--- config.mk ---
export PLATFORM = sky130hd
export DESIGN_NAME = serial_adder_ctrl
export DESIGN_NICKNAME = d
export VERILOG_FILES = /design/src/rtl/serial_add_pkg.sv /design/src/rtl/full_adder.sv /design/src/rtl/serial_adder_ctrl.sv
export SDC_FILE = /design/constraint.sdc
export NUM_CORES = 1
export LEC_CHECK = 0
export CORE_MARGIN = 2
export CORE_UTILIZATION = 43
export CTS_CLUSTER_SIZE = 14
export DETAILED_ROUTE_END_ITERATION = 7
export MAX_ROUTING_LAYER = met4
export PLACE_DENSITY = 0.74
export SLEW_MARGIN = 20
export SYNTH_ARGS = -nofsm -noshare
export SYNTH_HDL_FRONTEND = slang
export SYNTH_SLANG_ARGS = --single-unit
export TNS_END_PERCENT = 100
--- constraint.sdc ---
create_clock -name clk -period 1.35 [get_ports clk]
set_clock_uncertainty 0.1 [all_clocks]
set_input_delay 0.27 -clock clk [delete_from_list [all_inputs] [get_ports clk]]
set_output_delay 0.27 -clock clk [all_outputs]
set_load 0.01 [all_outputs]
--- src/rtl/serial_add_pkg.sv ---
// serial_add_pkg: shared FSM state encoding and counter-width helper for the bit-serial adder
package serial_add_pkg;
  typedef enum logic [1:0] {IDLE = 2'b00, RUN = 2'b01, DONE = 2'b10} state_t;
  function automatic int cnt_w(input int w);
    return w <= 1 ? 1 : $clog2(w);
  endfunction
endpackage

--- src/rtl/full_adder.sv ---
// full_adder: one-bit full adder cell; ports a, b, cin -> sum, cout
module full_adder (
  input  logic a,
  input  logic b,
  input  logic cin,
  output logic sum,
  output logic cout
);
  assign sum  = a ^ b ^ cin;
  assign cout = (a & b) | (cin & (a ^ b));
endmodule

--- src/rtl/serial_adder_ctrl.sv ---
// serial_adder_ctrl: LSB-first bit-serial adder over one full_adder; start (start_valid/start_ready, a, b, cin) and done (done_valid/done_ready, sum, cout) handshakes, busy flag; clk, async active-low rst_n
module serial_adder_ctrl
  import serial_add_pkg::*;
#(
  parameter int WIDTH = 8
) (
  input  logic             clk,
  input  logic             rst_n,
  input  logic             start_valid,
  output logic             start_ready,
  input  logic [WIDTH-1:0] a,
  input  logic [WIDTH-1:0] b,
  input  logic             cin,
  output logic             done_valid,
  input  logic             done_ready,
  output logic [WIDTH-1:0] sum,
  output logic             cout,
  output logic             busy
);
  localparam int CW = cnt_w(WIDTH);
  state_t           state_q, state_d;
  logic [WIDTH-1:0] a_sh_q, a_sh_d, b_sh_q, b_sh_d, sum_sh_q, sum_sh_d;
  logic [WIDTH:0]   sum_cat;
  logic             carry_q, carry_d, s, co;
  logic [CW-1:0]    cnt_q, cnt_d;
  full_adder u_fa (.a(a_sh_q[0]), .b(b_sh_q[0]), .cin(carry_q), .sum(s), .cout(co));
  // new sum bit enters at the MSB; written this way so WIDTH=1 needs no empty slice
  assign sum_cat = {s, sum_sh_q};
  always_comb begin
    state_d  = state_q;
    a_sh_d   = a_sh_q;
    b_sh_d   = b_sh_q;
    sum_sh_d = sum_sh_q;
    carry_d  = carry_q;
    cnt_d    = cnt_q;
    if (state_q == IDLE && start_valid) begin
      a_sh_d   = a;
      b_sh_d   = b;
      carry_d  = cin;
      cnt_d    = '0;
      sum_sh_d = '0;
      state_d  = RUN;
    end else if (state_q == RUN) begin
      sum_sh_d = sum_cat[WIDTH:1];
      a_sh_d   = a_sh_q >> 1;
      b_sh_d   = b_sh_q >> 1;
      carry_d  = co;
      cnt_d    = cnt_q + CW'(1);
      state_d  = cnt_q == CW'(WIDTH - 1) ? DONE : RUN;
    end else if (state_q == DONE && done_ready) begin
      state_d  = IDLE;
    end
  end
  always_ff @(posedge clk or negedge rst_n) begin
    if (!rst_n) begin
      state_q  <= IDLE;
      a_sh_q   <= '0;
      b_sh_q   <= '0;
      sum_sh_q <= '0;
      carry_q  <= 1'b0;
      cnt_q    <= '0;
    end else begin
      state_q  <= state_d;
      a_sh_q   <= a_sh_d;
      b_sh_q   <= b_sh_d;
      sum_sh_q <= sum_sh_d;
      carry_q  <= carry_d;
      cnt_q    <= cnt_d;
    end
  end
  assign start_ready = state_q == IDLE;
  assign done_valid  = state_q == DONE;
  assign busy        = state_q != IDLE;
  assign sum         = sum_sh_q;
  assign cout        = carry_q;
endmodule

Word-level counts from Yosys, hierarchy flattened
Index checks and enable logic that the tools add are counted.

cells by class
  reductions and logical operators = 6
  multiplexer cells = 14
  equality and inequality tests = 3
  $add $sub $neg = 1
  bitwise operators = 5

operator list
  operator                                                          number
  8-bit 2-to-1 mux                                                  6
  2-bit 2-to-1 mux                                                  4
  3-bit 2-to-1 mux                                                  2
  2-bit nonzero test                                                2
  3-bit by 1-bit adder with 3-bit output (second input constant)    1
  3-bit == test (second input constant)                             1
  3-bit nonzero test                                                1
  1-bit AND                                                         2
  2-bit by 1-bit == test with 1-bit output (second input constant)  1
  2-bit == test (second input constant)                             1
  1-bit logical AND                                                 2
  2-bit logical NOT                                                 1
  1-bit 2-to-1 mux                                                  2
  1-bit XOR                                                         2
  1-bit bitwise OR                                                  1

word-level totals
  bits of input ports = 21
  bits in registers = 30
  word-level logic and storage cells = 35

Logic depth before layout (Yosys ltp)
  depth after elaboration = 5
  gate-level depth with buffers = 5
  mapped depth without buffers = 4

By module
From an unflattened synthesis, not the netlist that was laid out.

unflattened totals
  cell total of the unflattened synthesis = 127
  area, all modules = 1,486.4 um2

by module, submodules not included
  module             area an instance (um2)  times used  cells an instance  sequential area each (um2)
  serial_adder_ctrl  1,466.4                 1           126                750.7
  full_adder         20.0                    1           1                  0.0

Worst setup path after synthesis
Ideal clock, no wire load.

  kind = flip-flop to flip-flop
  start = reg carry_q, in the netlist cout
  end = reg carry_q, in the netlist cout
  setup time = 94 ps
  cell stages (with the launch flop) = 4
  setup slack = 30 ps
  data arrival time = 1,126 ps
  path through = dfrtp_1 inv_1 fa_1 a221oi_2

on the way
  cells in the longest elaborated chain, start to end = 4

RTL lines
  element                   line                     text
  start: declaration        serial_adder_ctrl.sv:24  logic carry_q, carry_d, s, co;
  start signal: assignment  serial_adder_ctrl.sv:67  carry_q <= carry_d;
  1-bit AND                 full_adder.sv:10         assign cout = (a & b) | (cin & (a ^ b));
  1-bit bitwise OR          full_adder.sv:10
  1-bit 2-to-1 mux          serial_adder_ctrl.sv:43  end else if (state_q == RUN) begin
  1-bit 2-to-1 mux          serial_adder_ctrl.sv:36  if (state_q == IDLE && start_valid) begin

No other way between the ends. The select of a mux whose other input is x is not followed.
A chain may end at the register's enable or synchronous reset.

Worst setup path after layout
  start = reg state_q[0]
  end = out busy

on the way
  cells in the longest elaborated chain, start to end = 1

RTL lines
  element                   line                     text
  start: declaration        serial_adder_ctrl.sv:21  state_t state_q, state_d;
  start signal: assignment  serial_adder_ctrl.sv:63  state_q <= state_d;
  2-bit nonzero test        serial_adder_ctrl.sv:73  assign busy = state_q != IDLE;
  end: declaration          serial_adder_ctrl.sv:18  output logic busy

No other way between the ends.

==> flow_metrics.py <==
metrics = {
    "status": {
        "status": "complete, but fails checks",
        "violations": "setup timing",
    },
    "route": {
        "drt_iter0_markers": 31,
        "drtAntennaViolNets": 0,
        "drc_errors": 0,
        "vias": 1328,
        "viasPerCell": 5.96,
        "wl_met1_um": 1750,
        "wl_met3_um": 176,
        "top_layer": "met4",
        "wl_met2_um": 2230,
        "first_pass_iters": 4,
        "wl_um": 4190,
        "routedWlPerCell_um": 18.8,
    },
    "placed_design": {
        "place.gp.congestion": 0.763,
        "post-place-ws_ps": -439,
        "place_hpwl_um": 2240,
        "dp.cells": 188,
        "placed_area_um2": 1750,
        "portBuffers": 32,
    },
    "critical_path": {
        "crit_type": "register to output pin",
        "r2r_setup_slack_ps": -210,
        "rr_startpoint": "state_q[1]$_DFFE_PN0P_",
        "cp.required_ps": 980,
        "crit_chain": "buf_6, nor2_4, inv_1, buf_2",
        "worstPathMaxFanout": 3,
        "slowest_stage": "dfrtp_1",
        "end_kind": "output pin",
        "critPathLaunch": "state_q[0]$_DFFE_PN0P_",
        "start_kind": "register",
        "arrival_ps": 1200,
        "reg2reg_depth": 7,
        "critical-path-max-stage-delay_ps": 430,
        "cp-endpoint": "busy",
        "timing.rr.end": "a_sh_q[3]$_DFFE_PN0P_",
    },
    "final_layout": {
        "final_nets": 213,
        "area_growth_pct": 70.4,
        "drive_gt1_share_pct": 50.0,
        "stdcell_count": 223,
        "final_area_um2": 2280,
        "utilization_pct": 76.0,
        "antenna_cells": 0,
    },
    "sta": {
        "setup_viol": 29,
        "relSlewSlack_pct": 71.7,
        "worst_pin_slew_ps": 425,
        "final-hold-violation-count": 0,
        "max_freq_mhz": 638,
        "tns_ps": -3710,
        "hold_slack_ps": 182,
        "fin_crit_sh_pct": 116,
        "worst_slack_ps": -217,
        "finalCriticalPeriod_ps": 1570,
        "rsz0062_at_grt": "true",
        "drv_slew": 0,
    },
    "floorplan": {
        "die_area_um2": 3580,
        "initial_core_util_pct": 44.6,
        "io_pins": 33,
        "fp.coreArea_um2": 3000,
        "fp.dieW_um": 59.8,
        "rows": 20,
        "die_y_um": 59.8,
    },
    "power": {
        "swShare_pct": 23.0,
        "internal-power_mw": 1.34,
        "p_comb_share_pct": 8.0,
        "clockPowerShare_pct": 39.4,
        "power_mw": 1.74,
        "seqPwrFrac_pct": 52.6,
        "p_sw_mw": 0.401,
        "leakagePower_nw": 0.992,
        "power-per-cell-area_nw_per_um2": 764,
        "peakVddDrop_mv": 0.797,
    },
    "global_routing": {
        "grt.total_usage_pct": 23.1,
        "antenna_found_initial": 0,
        "grt_pass1_vias": 1250,
        "grt_pass1_wl_um": 5810,
        "grt_max_degree": 31,
        "grt.overflow.total": 0,
    },
    "yosys": {
        "ys_ff_latch": 30,
        "seq_area_frac_synth_pct": 56.1,
        "synth-warning-count": 0,
        "synth.distinct_cells": 26,
        "synthCells": 121,
        "ys.flop_type": "dfrtp_1",
        "async_reset_ff_share_pct": 100,
        "synthTopCellsByCount": "30 x dfrtp_1, 23 x o22ai_1, 10 x a21oi_1, 9 x a22o_1, 7 x o21ai_1",
        "syn-cell-area_um2": 1340,
        "yosys-top-cells-area": "dfrtp_1 56%, o22ai_1 11%, a22o_1 5.9%",
        "synth.most_common_cell": "dfrtp_1",
        "yosys.area.top_type": "dfrtp_1",
        "synth_fp_nets": 145,
        "yosysTopAreaCellShare_pct": 56.1,
        "synth_edf_count": 0,
        "avgSynthCellArea_um2": 11.1,
    },
    "job": {
        "max_cap_viol_count": 0,
    },
    "cts": {
        "clk_transition_reported_paths_ps": 100,
        "clock_latency_ps": 340,
        "htree_levels": 2,
        "cts_buffers": 5,
        "clockRootBuffer": "clkbuf_4",
        "cts_tree": "yes",
        "clockBufferDepth": 2,
        "hold_buffers": 0,
        "clock_sinks": 30,
    },
    "worst_hold_path": {
        "hold_class": "input port to async pin",
    },
}
## state kept, by name, indices dropped and copies added, names as in the netlist
signal,cells
a_sh_q,8
b_sh_q,8
cnt_q,3
cout,1
state_q,2
sum,8
## timing repair
item / 4_1_cts / 5_1_grt
pin swaps: 4 / 19
setup endpoints to repair: 36 / 38
gates cloned: 1 / 1
buffers inserted: 14 / 11
gates resized for setup: 60 / 37
## power by group through the flow
stage | registers (mW) | clock network (mW) | logic [mW]
2_1_floorplan | 0.931 | 0 | 0.0212
3_3_place_gp | 0.932 | 0 | 0.117
3_5_place_dp | 0.932 | 0 | 0.120
4_1_cts | 0.914 | 0.685 | 0.130
5_1_grt | 0.917 | 0.734 | 0.150
6_report | 0.916 | 0.687 | 0.140
## worst min-delay path by stage
stage	from	endpoint	slack [ps]	cells past startpoint
2_1_floorplan	rst_n	a_sh_q[0]$_DFFE_PN0P_	-130	0
3_3_place_gp	cnt_q[0]$_DFFE_PN0P_	cnt_q[0]$_DFFE_PN0P_	370	1
3_5_place_dp	cnt_q[0]$_DFFE_PN0P_	cnt_q[0]$_DFFE_PN0P_	380	1
4_1_cts	rst_n	b_sh_q[6]$_DFFE_PN0P_	190	2
5_1_grt	rst_n	b_sh_q[2]$_DFFE_PN0P_	190	2
6_report	rst_n	sum[3]$_DFFE_PN0P_	180	2
## cells in the final DEF (no fill, tap or decap), types with 2 or more instances in the layout
cell and instances:
dfrtp_1 29, buf_2 4, o22ai_4 2, o21ai_1 5
a22o_1 9, nand2b_4 3, inv_1 3, buf_4 24
clkbuf_4 5, clkdlybuf4s50_1 19, a2bb2oi_1 2, o22ai_1 6
nand2_1 4, nor2_4 5, a21oi_2 2, buf_12 5
clkbuf_8 3, o21bai_4 2, o21ai_2 2, a21oi_1 8
buf_6 7, ha_1 2, o22ai_2 15, clkbuf_2 7
## cells by family (layout without fill, tap and decap cells)
logic type / count (synthesis) / in the layout / synth area share [%]
AOI/OAI and AO/OA: 58 / 59 / 29.1
DFF: 30 / 30 / 56.1
and+or+nand+nor: 15 / 16 / 5.79
buffers and inverters: 15 / 82 / 5.70
adders and majority gates: 3 / 3 / 3.36
## worst max-delay path: cells and delay by family (launching register included)
kind | cells | cell delay (ps)
and+or+nand+nor | 1 | 110
DFF | 1 | 430
buffers and inverters | 3 | 310
## cell type report
class / instances / area, µm²
inverters: 6 / 30.0
well taps: 33 / 41.3
fillers: 202 / 722
flip-flops and latches: 30 / 752
repair buffers: 68 / 623
clock buffers: 8 / 78.8
multi-input cells: 78 / 756
## metal layers
layer / up-vias / GRT usage, %
li1: 603 / -
met1: 677 / 26.6
met2: 46 / 39.0
met3: 2 / 6.49
met4: 0 / 6.67
met5: - / -
No activity file was read; power rests on OpenSTA's default activity.
